### src/rtl/deser_pkg.sv
// Shared definitions for the receive-side deserializer.
//   deser_state_e     : alignment state (HUNT, CONFIRM, LOCKED)
//   SYNC_WORD_DEFAULT : alignment pattern, also used by the transmit-side sync inserter
package deser_pkg;

  typedef enum logic [1:0] {
    HUNT    = 2'd0,
    CONFIRM = 2'd1,
    LOCKED  = 2'd2
  } deser_state_e;

  localparam logic [15:0] SYNC_WORD_DEFAULT = 16'hF0A5;

endpackage

### src/rtl/deser_sync_fsm.sv
// Word-alignment state machine for deserializer_to.
// Tracks the consecutive-sync-word count needed to declare lock and a watchdog counting
// non-sync words while locked.
// Ports:
//   clk        : bit clock
//   reset      : asynchronous, active-high
//   wc_i       : word-completion edge (bit counter at WIDTH-1)
//   match_i    : the word completing on this edge equals the sync word
//   realign_i  : force return to HUNT (highest priority)
//   state_o    : current alignment state
//   lost_o     : registered 1-cycle pulse when the watchdog drops lock
module deser_sync_fsm
  import deser_pkg::*;
#(
  parameter int unsigned LOCK_CNT    = 3,
  parameter int unsigned SYNC_PERIOD = 8
) (
  input  logic         clk,
  input  logic         reset,
  input  logic         wc_i,
  input  logic         match_i,
  input  logic         realign_i,
  output deser_state_e state_o,
  output logic         lost_o
);

  localparam int unsigned GoodW = $clog2(LOCK_CNT + 1);
  localparam int unsigned WdW   = $clog2(SYNC_PERIOD + 1);

  localparam logic [GoodW-1:0] GoodLock = GoodW'(LOCK_CNT);
  localparam logic [WdW-1:0]   WdTrip   = WdW'(SYNC_PERIOD);

  deser_state_e     state_q, state_d;
  logic [GoodW-1:0] good_q, good_d;
  logic [WdW-1:0]   wd_q, wd_d;
  logic             lost_q, lost_d;

  always_comb begin
    state_d = state_q;
    good_d  = good_q;
    wd_d    = wd_q;
    lost_d  = 1'b0;
    if (realign_i) begin
      state_d = HUNT;
      good_d  = '0;
      wd_d    = '0;
    end else begin
      unique case (state_q)
        HUNT: begin
          // Any bit offset may match here; the top re-phases the bit counter.
          if (match_i) begin
            good_d = GoodW'(1);
            if (LOCK_CNT == 1) begin
              state_d = LOCKED;
              wd_d    = '0;
            end else begin
              state_d = CONFIRM;
            end
          end
        end
        CONFIRM: begin
          if (wc_i) begin
            if (match_i) begin
              good_d = good_q + 1'b1;
              if (good_q + 1'b1 == GoodLock) begin
                state_d = LOCKED;
                wd_d    = '0;
              end
            end else begin
              state_d = HUNT;
              good_d  = '0;
            end
          end
        end
        LOCKED: begin
          if (wc_i) begin
            if (match_i) begin
              wd_d = '0;
            end else if (wd_q + 1'b1 == WdTrip) begin
              state_d = HUNT;
              lost_d  = 1'b1;
              wd_d    = '0;
              good_d  = '0;
            end else begin
              wd_d = wd_q + 1'b1;
            end
          end
        end
        default: begin
          state_d = HUNT;
          good_d  = '0;
          wd_d    = '0;
        end
      endcase
    end
  end

  always_ff @(posedge clk or posedge reset) begin
    if (reset) begin
      state_q <= HUNT;
      good_q  <= '0;
      wd_q    <= '0;
      lost_q  <= 1'b0;
    end else begin
      state_q <= state_d;
      good_q  <= good_d;
      wd_q    <= wd_d;
      lost_q  <= lost_d;
    end
  end

  assign state_o = state_q;
  assign lost_o  = lost_q;

endmodule

### src/rtl/deserializer_to.sv
// Receive-side 1:WIDTH deserializer. Shifts in one serial bit (MSB first) per clock, hunts for
// SYNC_WORD at any bit offset, confirms lock over LOCK_CNT consecutive aligned sync words, then
// emits aligned words with a 1-cycle valid strobe. A watchdog drops lock after SYNC_PERIOD
// consecutive non-sync words.
// Ports:
//   clk        : bit clock, one serial bit sampled per rising edge
//   reset      : asynchronous, active-high
//   data_i     : serial data bit
//   realign_i  : force return to HUNT on the next edge
//   data_o     : aligned word (registered)
//   valid_o    : 1-cycle strobe, data_o updated this cycle
//   sync_o     : qualifies valid_o, data_o equals SYNC_WORD
//   lock_o     : high while locked
//   lost_o     : 1-cycle pulse when the watchdog drops lock
module deserializer_to
  import deser_pkg::*;
#(
  parameter int unsigned      WIDTH       = 16,
  parameter int unsigned      LOGWIDTH    = 4,
  parameter logic [WIDTH-1:0] SYNC_WORD   = WIDTH'(SYNC_WORD_DEFAULT),
  parameter int unsigned      LOCK_CNT    = 3,
  parameter int unsigned      SYNC_PERIOD = 8
) (
  input  logic             clk,
  input  logic             reset,
  input  logic             data_i,
  input  logic             realign_i,
  output logic [WIDTH-1:0] data_o,
  output logic             valid_o,
  output logic             sync_o,
  output logic             lock_o,
  output logic             lost_o
);

  // Only the low WIDTH-1 bits of the shift history are ever read: the word under test is
  // always {history, data_i}, so the oldest bit would be discarded before use.
  logic [WIDTH-2:0]    sr_q, sr_d;
  logic [LOGWIDTH-1:0] cnt_q, cnt_d;
  logic [WIDTH-1:0]    data_q, data_d;
  logic                valid_q, valid_d;
  logic                sync_q, sync_d;

  logic [WIDTH-1:0] word_nx;
  logic             wc;
  logic             match;
  deser_state_e     state;

  assign word_nx = {sr_q, data_i};
  assign wc      = (cnt_q == LOGWIDTH'(WIDTH - 1));
  assign match   = (word_nx == SYNC_WORD);

  deser_sync_fsm #(
    .LOCK_CNT    (LOCK_CNT),
    .SYNC_PERIOD (SYNC_PERIOD)
  ) u_sync_fsm (
    .clk       (clk),
    .reset     (reset),
    .wc_i      (wc),
    .match_i   (match),
    .realign_i (realign_i),
    .state_o   (state),
    .lost_o    (lost_o)
  );

  always_comb begin
    sr_d    = word_nx[WIDTH-2:0];
    cnt_d   = wc ? '0 : cnt_q + 1'b1;
    data_d  = data_q;
    valid_d = 1'b0;
    sync_d  = 1'b0;

    // A sync hit while hunting re-phases the counter so the next word completes WIDTH edges on.
    if (realign_i || (state == HUNT && match)) begin
      cnt_d = '0;
    end

    if (state == LOCKED && wc && !realign_i) begin
      data_d  = word_nx;
      valid_d = 1'b1;
      sync_d  = match;
    end
  end

  always_ff @(posedge clk or posedge reset) begin
    if (reset) begin
      sr_q    <= '0;
      cnt_q   <= '0;
      data_q  <= '0;
      valid_q <= 1'b0;
      sync_q  <= 1'b0;
    end else begin
      sr_q    <= sr_d;
      cnt_q   <= cnt_d;
      data_q  <= data_d;
      valid_q <= valid_d;
      sync_q  <= sync_d;
    end
  end

  assign data_o  = data_q;
  assign valid_o = valid_q;
  assign sync_o  = sync_q;
  assign lock_o  = (state == LOCKED);

endmodule
### config.mk
export PLATFORM = sky130hd
export DESIGN_NAME = deserializer_to
export DESIGN_NICKNAME = d
export VERILOG_FILES = /design/src/rtl/deser_pkg.sv /design/src/rtl/deser_sync_fsm.sv /design/src/rtl/deserializer_to.sv
export SDC_FILE = /design/constraint.sdc
export NUM_CORES = 1
export LEC_CHECK = 0
export ABC_CLOCK_PERIOD_IN_PS = 2000
export CORE_ASPECT_RATIO = 0.5
export CORE_MARGIN = 2
export CORE_UTILIZATION = 49
export CTS_BUF_LIST = sky130_fd_sc_hd__clkbuf_16
export DETAILED_ROUTE_END_ITERATION = 10
export HOLD_SLACK_MARGIN = 0.05
export PLACE_DENSITY_LB_ADDON = 0.2
export SLEW_MARGIN = 25
export SYNTH_ARGS = -nofsm -noshare
export SYNTH_HDL_FRONTEND = slang
export SYNTH_SLANG_ARGS = --single-unit
### constraint.sdc
create_clock -name clk -period 2 [get_ports clk]
set_input_delay 0.2 -clock clk [delete_from_list [all_inputs] [get_ports clk]]
set_output_delay 0.2 -clock clk [all_outputs]
set_load 0.02 [all_outputs]
==> impl_metrics.tcl <==
set metrics [dict create \
    clkTransAtPathRegs_ps 60 \
    wl_met2_mm 1.58 \
    vias 1240 \
    core_mm2 0.00384 \
    fp.dieW_um 92.7 \
    synth_cell_types 40 \
    antenna_found_initial 0 \
    avgSynthCellArea_um2 13.1 \
    irDropWorstVdd_mv 0.476 \
    cts_tree "built" \
    syn_area_mm2 0.00193 \
    min_period_ps 1890 \
    n_antenna_cell 0 \
    setup_violations 0 \
    routed_wl_mm 3.51 \
    cts_setup_buffers 0 \
    grt_pass1_vias 1307 \
    hp-class "input port to async pin" \
    dp_cells 225 \
    cts_buffers 5 \
    outcome "finished, final reports clean" \
    viasPerCell 5.32 \
    power_density_mw_per_mm2 813 \
    grt_pass1_wl_mm 6.18 \
    cts_sinks 46 \
    drive_gt1_share_pct 21.8 \
    die_area_mm2 0.00448 \
    ctsResizeCount 0 \
    hold_violations 0 \
    dp_hpwl_mm 2.45 \
    pwr-share-comb_pct 2.8 \
    period_share_pct 94.3 \
    finalClockSkew_ps 5.32 \
    wl_per_cell_um 15.0 \
    fmax_mhz 530 \
    yosys_warnings 0 \
    syn_to_final_growth_pct 25.2 \
    firstDrtPassIters 5 \
    htreeDepth 2 \
    sequentialPowerShare_pct 49.5 \
    gp_congestion 0.846 \
    yosysSeqAreaShare_pct 59.7 \
    grt_max_degree 22 \
    cap_violations 0 \
    synth_flop_cell "dfrtp_1" \
    finalNonFillerCells 233 \
    async_flop_share_pct 100 \
    wl_met1_mm 1.76 \
    drtIter0Drc 53 \
    cp.arrival_ps 1690 \
    overflow 0 \
    drc 0 \
    ios 24 \
    swShare_pct 20.2 \
    routed-wl-met3_um 130 \
    rows 16 \
    start_util_pct 50.1 \
    ant_nets 0 \
    tightest_slew_ps 687 \
    fin_tns_setup_ps 0 \
    start_kind "flop" \
    clkPwrFrac_pct 47.7 \
    place_ws_ps 171 \
    slew_viol_final 0 \
    p_leak_nw 1.09 \
    worst_ep_required_time_ps 1800 \
    die_h_um 48.3 \
    synth_edf_count 0 \
    grt_usage_pct 17.8 \
    port_buffers 23 \
    slew-limit-headroom_pct 53.9 \
    power.net_switching_w 0.000396 \
    setup_slack_ps 114 \
    ys_ff_latch 46 \
    rsz0062_at_grt "false" \
    worstSetupPathType "flop to output port" \
    clockBufferDepth 2 \
    synth_cells 147 \
    clk_latency_ps 280 \
    cts-root-buf "clkbuf_16" \
    hold_buffers 0 \
    p_int_w 0.00156 \
    layout.nets 186 \
    synth_fp_nets 155 \
    crit_path_end_kind "output port" \
    path_max_fanout 13 \
    fillCellCount 327 \
    maxUsedRoutingLayer "met4" \
]
## cells by family after synthesis
kind of cell | synth area share [%]
buffers and inverters | 3.57
DFF | 59.7
muxes | 9.93
and+or+nand+nor | 12.7
AOI/OAI and AO/OA | 10.5
xor gates and xnor gates | 0.909
adders and majority gates | 2.60
## flip-flops by register name (all words and copies together), names as in the netlist
signal              count
u_sync_fsm.wd_q         4
u_sync_fsm.state_o      2
valid_o                 1
sync_o                  1
data_o                 16
u_sync_fsm.good_q       2
sr_q                   15
cnt_q                   4
u_sync_fsm.lost_o       1
## power by group through the flow
stage	logic [W]	registers, W	clock network [W]
2_1_floorplan	0.0000334	0.000980	0
3_5_place_dp	0.0000571	0.000986	0
3_3_place_gp	0.0000552	0.000985	0
5_1_grt	0.0000635	0.000973	0.000998
6_report	0.0000556	0.000970	0.000935
4_1_cts	0.0000573	0.000970	0.000954
## cell usage in the layout (no fill, tap or decap), drive strengths merged, types with 2 or more instances in the layout
cell	Yosys	routed
ha	4	4
nor3b	2	2
nand3	3	3
nor3	2	2
and3	2	2
a22o	3	3
nor2b	3	3
o21ai	6	6
clkbuf	0	5
clkdlybuf4s50	0	23
a32o	2	2
a21oi	8	8
mux2	17	17
nand2	5	5
nand4	2	2
nand4b	2	2
and4b	2	2
o211ai	2	2
nor2	7	7
inv	8	8
o31ai	2	2
buf	5	6
dfrtp	46	46
clkinv	0	2
nor4b	2	2
## per-layer routing
metal	track usage, %	vias to the layer above
met5	0	-
met3	5.30	4
met4	5.64	0
met2	27.3	27
li1	-	597
met1	24.9	612
## synthesized netlist by cell type, types with 2 or more instances
library cell	n	share of area, %
a21oi_1	8	2.1
a22o_1	3	1.4
a32o_1	2	1.0
and3_1	2	0.65
and4b_1	2	1.0
buf_4	3	1.2
dfrtp_1	46	60
ha_1	4	2.6
inv_1	8	1.6
mux2_2	17	9.9
nand2_1	4	0.78
nand3_1	3	0.78
nand4_1	2	0.65
nand4b_1	2	0.91
nor2_1	7	1.4
nor2b_1	3	0.97
nor3_1	2	0.52
nor4b_2	2	1.6
o211ai_1	2	0.78
o21ai_0	5	1.3
## per-stage QoR
step / hold slack (ps) / area (µm²) / utilization (%) / total power, W
2_1_floorplan: 231 / 1930 / - / 0.00101
3_3_place_gp: 382 / 2240 / 58.4 / 0.00104
6_report: 243 / 2410 / 62.8 / 0.00196
4_1_cts: 253 / 2410 / 62.8 / 0.00198
5_1_grt: 290 / 2410 / 62.8 / 0.00203
3_5_place_dp: 378 / 2240 / 58.4 / 0.00104
## path summary, 6_finish.rpt
check                                 startpoint   endpoint  slack (ps)  cells after the start
max                        u_sync_fsm.state_o[0]     lock_o         110                      2
min                                        reset    valid_o         240                      2
max reg2reg                             cnt_q[0]  data_o[0]         280                      5
min reg2reg                              sr_q[6]    sr_q[7]         390                      0
max in group asynchronous                  reset    sr_q[4]        1240                      3
min in group clk                         sr_q[6]    sr_q[7]         390                      0
## layout make-up
class / count / area [µm²] / share of cell area, %
Clock buffer: 5 / 125 / 5.19
Clock inverter: 3 / 43.8 / 1.82
Inverter: 8 / 30.0 / 1.24
Multi-Input combinational cell: 88 / 707 / 29.3
Sequential cell: 46 / 1150 / 47.7
Tap cell: 54 / 67.6 / 2.80
Timing Repair Buffer: 29 / 288 / 11.9
## critical path: stages, from the launching register on
cell and delay [ps]:
dfrtp_1 540, nor2b_1 230, clkdlybuf4s50_1 630
Note: power is estimated with default switching activity, not from simulation.
